$ cat config.mk
export PLATFORM = sky130hd
export DESIGN_NAME = dec_to_bcd_key_encoder_flat
export DESIGN_NICKNAME = d
export VERILOG_FILES = /design/src/rtl/dec_to_bcd_key_encoder_if.sv /design/src/rtl/dec_to_bcd_key_encoder.sv /design/src/flat_wrapper.sv
export SDC_FILE = /design/constraint.sdc
export NUM_CORES = 1
export LEC_CHECK = 0
export ABC_AREA = 1
export CAP_MARGIN = 10
export CELL_PAD_IN_SITES_DETAIL_PLACEMENT = 2
export CELL_PAD_IN_SITES_GLOBAL_PLACEMENT = 2
export CORE_UTILIZATION = 26
export CTS_CLUSTER_DIAMETER = 120
export DETAILED_ROUTE_END_ITERATION = 10
export DONT_BUFFER_PORTS = 1
export MAX_ROUTING_LAYER = met4
export PLACE_DENSITY = 0.55
export SETUP_SLACK_MARGIN = 0.05
export SYNTH_ARGS = -nofsm -noshare
export SYNTH_HDL_FRONTEND = slang
export SYNTH_SLANG_ARGS = --single-unit
$ cat constraint.sdc
create_clock -name CLK -period 2.4 [get_ports CLK]
set_clock_uncertainty 0.2 [all_clocks]
set_input_delay 0.36 -clock CLK [delete_from_list [all_inputs] [get_ports CLK]]
set_output_delay 0.36 -clock CLK [all_outputs]
set_load 0.005 [all_outputs]
$ cat src/rtl/dec_to_bcd_key_encoder_if.sv
// Keypad-side bundle for the decimal-to-BCD key encoder.
// Latency: none; this is only a bundle of wires.
// Backpressure: none; the encoder never stalls the keypad.
interface dec_to_bcd_key_encoder_if #(
  parameter int DIGITS = 4
);
  logic [9:0]          DECIn;
  logic                Clear;
  logic [3:0]          BCDOut;
  logic                Valid;
  logic                Err;
  logic [4*DIGITS-1:0] Entry;
  logic [3:0]          Count;

  // Keypad / test side drives key lines and clear, observes results.
  modport master (
    output DECIn, Clear,
    input  BCDOut, Valid, Err, Entry, Count
  );

  // Encoder side.
  modport slave (
    input  DECIn, Clear,
    output BCDOut, Valid, Err, Entry, Count
  );
endinterface

$ cat src/rtl/dec_to_bcd_key_encoder.sv
// Debounced 10-key one-hot keypad to BCD digit encoder with a shifting entry register.
// Latency: Valid/Err pulse DEB_CYCLES edges after a stable press first appears.
// Backpressure: none; presses are sampled every edge. Optional KEY_LOCK_EN macro freezes a full entry.
module dec_to_bcd_key_encoder #(
  parameter int DIGITS     = 4,
  parameter int DEB_CYCLES = 4
) (
  input logic                   CLK,
  input logic                   RST,
  dec_to_bcd_key_encoder_if.slave bus
);

  localparam int         ENTRY_W = 4 * DIGITS;
  localparam logic [7:0] DEB_MAX = 8'(DEB_CYCLES);
  localparam logic [3:0] FULL    = 4'(DIGITS);

  typedef enum logic [1:0] {
    IDLE,
    DEB,
    HELD,
    REL
  } state_t;

  state_t       state;
  logic [9:0]   samp;
  logic [7:0]   cnt;

  logic [7:0]   cnt_nxt;
  logic         reached;
  logic         one_hot;
  logic         any_key;
  logic [3:0]   digit;
  logic         full;
  logic         locked;
  logic [ENTRY_W-1:0] entry_shift;

  // Run length of the current sample value, saturating so it never wraps while a key is held.
  always_comb begin
    cnt_nxt = 8'd1;
    if (bus.DECIn == samp) begin
      cnt_nxt = (cnt >= DEB_MAX) ? DEB_MAX : cnt + 8'd1;
    end
    reached = (cnt_nxt == DEB_MAX);
  end

  // Key index encoding and the shifted entry value for an accepted digit.
  always_comb begin
    digit   = 4'd0;
    for (int i = 0; i < 10; i++) begin
      if (bus.DECIn[i]) digit = 4'(i);
    end
    one_hot = $onehot(bus.DECIn);
    any_key = |bus.DECIn;
    full    = (bus.Count == FULL);
`ifdef KEY_LOCK_EN
    locked  = full;
`else
    locked  = 1'b0;
`endif
    // Shift-then-overwrite keeps this legal for a single-digit entry.
    entry_shift       = bus.Entry << 4;
    entry_shift[3:0]  = digit;
  end

  // Press/release FSM with registered Valid/Err pulses and the entry register.
  always_ff @(posedge CLK or posedge RST) begin
    if (RST) begin
      state      <= IDLE;
      samp       <= '0;
      cnt        <= '0;
      bus.BCDOut <= '0;
      bus.Valid  <= 1'b0;
      bus.Err    <= 1'b0;
      bus.Entry  <= '0;
      bus.Count  <= '0;
    end else begin
      samp      <= bus.DECIn;
      cnt       <= cnt_nxt;
      bus.Valid <= 1'b0;
      bus.Err   <= 1'b0;

      // Clear only touches the entry; the accept path below is gated off when it is set.
      if (bus.Clear) begin
        bus.Entry <= '0;
        bus.Count <= '0;
      end

      case (state)
        IDLE: begin
          if (any_key) state <= DEB;
        end
        DEB: begin
          if (!any_key) begin
            state <= IDLE;
          end else if (reached) begin
            state <= HELD;
            if (one_hot && !locked) begin
              if (!bus.Clear) begin
                bus.Valid  <= 1'b1;
                bus.BCDOut <= digit;
                bus.Entry  <= entry_shift;
                if (!full) bus.Count <= bus.Count + 4'd1;
              end
            end else begin
              bus.Err <= 1'b1;
            end
          end
        end
        HELD: begin
          // Other key patterns while held are ignored: no rollover.
          if (!any_key) state <= REL;
        end
        REL: begin
          // A key reappearing during release is treated as bounce of the same press.
          if (any_key) begin
            state <= HELD;
          end else if (reached) begin
            state <= IDLE;
          end
        end
        default: state <= IDLE;
      endcase
    end
  end

endmodule

$ cat src/flat_wrapper.sv
// flat-port wrapper written by rule: the top's interface ports become plain ports
module dec_to_bcd_key_encoder_flat 
#(
  parameter int DIGITS     = 4,
  parameter int DEB_CYCLES = 4
)
  (CLK, RST, bus_DECIn, bus_Clear, bus_BCDOut, bus_Valid, bus_Err, bus_Entry, bus_Count);
  dec_to_bcd_key_encoder_if #(.DIGITS(DIGITS)) bus_i ();
  input logic CLK;
  input logic RST;
  input wire logic [$bits(bus_i.DECIn)-1:0] bus_DECIn;
  input wire logic [$bits(bus_i.Clear)-1:0] bus_Clear;
  output wire logic [$bits(bus_i.BCDOut)-1:0] bus_BCDOut;
  output wire logic [$bits(bus_i.Valid)-1:0] bus_Valid;
  output wire logic [$bits(bus_i.Err)-1:0] bus_Err;
  output wire logic [$bits(bus_i.Entry)-1:0] bus_Entry;
  output wire logic [$bits(bus_i.Count)-1:0] bus_Count;
  assign bus_i.DECIn = bus_DECIn;
  assign bus_i.Clear = bus_Clear;
  assign bus_BCDOut = bus_i.BCDOut;
  assign bus_Valid = bus_i.Valid;
  assign bus_Err = bus_i.Err;
  assign bus_Entry = bus_i.Entry;
  assign bus_Count = bus_i.Count;
  dec_to_bcd_key_encoder #(.DIGITS(DIGITS), .DEB_CYCLES(DEB_CYCLES)) u_core (.CLK(CLK), .RST(RST), .bus(bus_i));
endmodule
== Word-level counts from Yosys, hierarchy flattened ==
Cells that the tools add are included.

* Bits in registers: 46
* Input port bits: 13
* Output and inout port bits: 26

* $add $sub $neg: 11
* Reduce and logical (&&, ||, !) cells: 4
* Bitwise gates (word level): 1
* Equal/unequal tests: 11
* Multiplexer cells: 40
* Order comparisons: 1

{| class="wikitable"
|+ Operators with widths
! cell !! number
|-
| 2-to-1 mux 16 bit || 6
|-
| 2-to-1 mux 4 bit || 15
|-
| adder 4 bit || 4
|-
| 2-to-1 mux 8 bit || 2
|-
| 2-to-1 mux 2 bit || 6
|-
| adder 1 x 1 -> 2 bit || 5
|-
| equality test 10 bit || 1
|-
| 2-to-1 mux 1 bit || 10
|-
| OR reduction 10 bit || 1
|-
| adder 8 x 1 -> 8 bit (second input constant) || 1
|-
| equality test 8 x 3 -> 1 bit (second input constant) || 1
|-
| >= comparator 8 x 3 -> 1 bit (second input constant) || 1
|-
| one-hot mux 2 bit (4 select lines) || 1
|-
| AND reduction 5 bit || 1
|-
| adder 4 x 1 -> 4 bit (second input constant) || 1
|-
| equality test 2 bit (second input constant) || 2
|-
| equality test 4 x 1 -> 1 bit (second input constant) || 1
|-
| equality test 4 x 3 -> 1 bit (second input constant) || 1
|-
| AND reduction 4 bit || 1
|-
| != test 3 x 1 -> 1 bit (second input constant) || 1
|-
| != test 3 x 2 -> 1 bit (second input constant) || 1
|-
| equality test 2 x 1 -> 1 bit (second input constant) || 1
|-
| logical NOT 2 bit || 1
|-
| != test 2 x 1 -> 1 bit (second input constant) || 1
|-
| 2 further kinds || 2
|}

== Depth between registers and ports, before layout ==
* Depth after elaboration: 14
* Depth in mapped cells: 19

== Worst setup path after synthesis ==
OpenSTA, ideal clock, no wires.

* Path kind: input to register
* From: input bus_DECIn[3]
* To: register u_core.bus.Entry[10]
* Cell stages on the path: 17
* Arrival: 3491 ps
* Data required time: 2085 ps
* Slack: -1406 ps
* Cell sequence: inv_1 ha_1 inv_1 fa_1 fa_1 inv_1 fa_1 inv_1 fa_1 nand3b_1 a211oi_2 inv_2 nor2_8 buf_8 nand2_1 o21ai_2 inv_2

* Cells in the longest elaborated chain, start to end: 9

{| class="wikitable"
|+ Ends and longest elaborated chain
! item !! RTL line !! text
|-
| from (decl) || flat_wrapper.sv:11 || <nowiki>input wire logic [$bits(bus_i.DECIn)-1:0] bus_DECIn;</nowiki>
|-
| adder 1 x 1 -> 2 bit (not written as such) || dec_to_bcd_key_encoder.sv:52 || <nowiki>one_hot = $onehot(bus.DECIn);</nowiki>
|-
| adder 4 bit (not written as such) (3 in series) || dec_to_bcd_key_encoder.sv:52 ||
|-
| equality test 4 x 1 -> 1 bit || dec_to_bcd_key_encoder.sv:52 ||
|-
| 2-to-1 mux 16 bit || dec_to_bcd_key_encoder.sv:97 || <nowiki>if (one_hot && !locked) begin</nowiki>
|-
| 2-to-1 mux 16 bit || dec_to_bcd_key_encoder.sv:95 || <nowiki>end else if (reached) begin</nowiki>
|-
| 2-to-1 mux 16 bit * || dec_to_bcd_key_encoder.sv:93 || <nowiki>if (!any_key) begin</nowiki>
|-
| 2-to-1 mux 16 bit * || dec_to_bcd_key_encoder.sv:88 || <nowiki>case (state)</nowiki>
|-
| to (signal assigned) || dec_to_bcd_key_encoder.sv:101 || <nowiki>bus.Entry <= entry_shift;</nowiki>
|-
| to (decl) || dec_to_bcd_key_encoder_if.sv:24 || <nowiki>output BCDOut, Valid, Err, Entry, Count</nowiki>
|}

Every way passes the cells marked *; elsewhere a longest branch is shown, timed or not.
A chain may end at the register's enable or synchronous reset.

== Final worst setup path ==
* From: input bus_DECIn[0]
* To: register u_core.bus.Entry[9]

The elaborated chain is that of the path after synthesis.

==> results.ini <==
[cts]
cts_buffers=5
cts_buffer_depth=2
clk_pin_slew_worst_paths_ns=0.10
cts_max_level=2
clk_latency_ns=0.31
cts-root-buf=clkbuf_8
clock_sinks=46
tritoncts=done

[final_layout]
diodes=0
area_growth_pct=29.1
regArea_um2=1150
drive_gt1_share_pct=24.4
fill_cells=1137
fin_nets=404
fin_cells=502
multi_input_area_um2=1420
final_area_um2=3500

[floorplan]
num_io_pins=39
coreArea_um2=9950
die_y_um=104
fp.dieArea_um2=10800
dieWidth_um=104
start_util_pct=27.2
std_cell_rows=36

[global_routing]
grt-ovfl-total=0
grt_pass1_wl_um=12400
grt_antenna_before_repair=0
grt_util_all_layers_pct=15.1
grt_max_degree=26
grt_pass1_vias=2379

[drt]
routed_wl_um=7360
wl_per_cell_um=14.7
drt_iter0_drc=25
viasPerCell=4.33
ant_nets=0
first_pass_iters=4
drc=0
num_vias=2174

[yosys]
synth_seq_area_share_pct=42.5
syn_area_per_cell_um2=8.33
synth.area.top_cells=dfrtp_1 42%, nand2_1 13%, inv_1 7.9%
synth.area.mux_share_pct=0.370
synth.most_common_cell=nand2_1
synth_top_family_by_area=simple AND/OR/NAND/NOR gates
synth_xor_area_share_pct=0.970
synth.ff_latch_count=46
yosysWarningCount=0
synth-async-reset-ratio_pct=100
synth_compound_area_share_pct=5.31
synth_edf_count=0
synthCells=325
yosys-top-cells-count=93 x nand2_1, 57 x inv_1, 46 x dfrtp_1
synthFlopType=dfrtp_1
syn-cell-area_um2=2710
synth_adder_area_share_pct=12.3
synthSimpleGateAreaFrac_pct=27.6
synth_top_area_share_pct=42.5
synth_cell_types=35
yosysTopAreaCell=dfrtp_1

[flow_run]
cap_violations=0

[timing]
max_freq_mhz=294
setup_viol=26
min_period_over_period_pct=142
finalCriticalPeriod_ns=3.40
slew_headroom_pct=55.5
finalHoldViolCount=0
worstMarginPinSlew_ns=0.665
final_max_slew_viol_count=0
final.setup.worst_slack_ns=-1.00
rsz0062_at_grt=true

[worst_setup_path]
cpMostUsedCell=inv_2
endpoint_kind=flip-flop
crit_path_start_kind=input pin
worst-endpoint-arrival_ns=3.41
crit_type=in -> reg
required_ns=2.41
critPathSlowestCell=fa_1
critical_path.max_stage_delay_ns=0.55
path_max_fanout=16
cp_cell_sequence=inv_12 > ha_4 > inv_2 > fa_1 > fa_1 > inv_1 > fa_2 > inv_2 > fa_2 > nand3b_1 > a211oi_4 > inv_2 > nor2_8 > buf_12 > nand2_1 > o21ai_1 > inv_1

[run_status]
violations=negative setup slack
status=finished with violations

[placed_design]
place_congestion=0.724
placed_cell_area_um2=3080
hpwl_um=5580
placed_cells=474
io_buffer_count=0

[power_and_ir_drop]
power_leakage_nw=1.85
ir_drop_mv=0.235
power.density_nw_per_um2=594

[min_path]
hp-class=in -> reg

[cell usage in the layout (no fill, tap or decap), types with 4 or more instances in the layout]
master	synthesis	final
buf_4	0	15
o21ai_2	1	5
clkbuf_8	0	5
nor2_2	2	4
dlygate4sd3_1	0	11
nand3_4	2	4
buf_6	1	6
o21ai_0	12	5
nand3_1	16	11
nand2_1	93	89
ha_1	17	14
inv_1	57	52
nand3_2	2	6
nand2_2	4	6
dfrtp_1	46	46
fa_1	6	4
inv_2	11	14
nor2_1	20	18
o21ai_1	6	9
conb_1	1	5
[power breakdown]
part           internal (W)  switching, W  total [W]
clock              0.000311      0.000290   0.000602
combinational      0.000295      0.000351   0.000647
sequential         0.000803     0.0000269   0.000830
total               0.00141      0.000669    0.00208
[registers in the layout, summed over array words and instances (netlist names), named ones only]
register / cells
u_core.samp: 10
u_core.bus.Valid: 1
u_core.bus.Count: 4
u_core.bus.BCDOut: 4
u_core.state: 1
u_core.bus.Err: 1
u_core.cnt: 8
u_core.bus.Entry: 16
[critical path, delay by kind of cell]
family                     cells  cell delay [ns]
and+or+nand+nor                3             0.34
AOI/OAI and AO/OA              2             0.30
adders and majority gates      5             1.93
buffers and inverters          7             0.49
[per-stage QoR]
step	power, W	hold WS [ns]	worst slack [ns]	util (%)	setup TNS, ns
global placement	0.00132	0.130	-1.30	30.9	-31.64
global route	0.00222	0.0608	-1.18	35.1	-28.34
floorplan	0.00117	0.191	-1.27	-	-30.77
finish	0.00208	0.0591	-1.00	35.1	-24.51
detailed placement	0.00133	0.139	-1.39	30.9	-33.15
CTS	0.00207	-0.153	-1.01	34.0	-24.27
[path summary, 6_finish.rpt]
kind | start | endpoint | slack, ns | depth (start not counted)
max | bus_DECIn[0] | u_core.bus.Entry[9] | -1.00 | 17
min | bus_DECIn[9] | u_core.bus.BCDOut[2] | 0.06 | 3
max reg2reg | u_core.cnt[0] | u_core.bus.Entry[9] | 0.20 | 11
min reg2reg | u_core.bus.BCDOut[3] | u_core.bus.BCDOut[3] | 0.32 | 2
max in group asynchronous | RST | u_core.samp[7] | 1.11 | 3
min in group asynchronous | RST | u_core.cnt[6] | 0.35 | 2
[cell families after synthesis]
family	after synthesis
adders and majority gates	23
muxes	1
and+or+nand+nor	153
buffers and inverters	73
DFF	46
xor gates and xnor gates	3
AOI/OAI and AO/OA	25
other	1
[routing by layer]
layer  routed length [um]  track usage (%)
met5                    0                -
met4                   82             4.29
met2                 3620             24.6
met3                  245             3.07
met1                 3410             18.9
[final cells by class]
cell class	instances	area share, %
Timing Repair Buffer	36	10.4
Sequential cell	46	32.9
Clock buffer	6	2.08
Clock inverter	2	1.07
Multi-Input combinational cell	211	40.7
Inverter	68	8.01
Tap cell	133	4.76
[repair_timing]
| item | in CTS | in global routing |
|---|---|---|
| resized for setup | 16 | 20 |
| endpoints found under the setup margin | 26 | 26 |
| cloned | 1 | 0 |
| setup buffers | 5 | 4 |
| hold endpoints to repair | 31 | 2 |
| hold buffers | 9 | 2 |
| pin swaps | 2 | 3 |
Power figures use the tool's default switching activity.
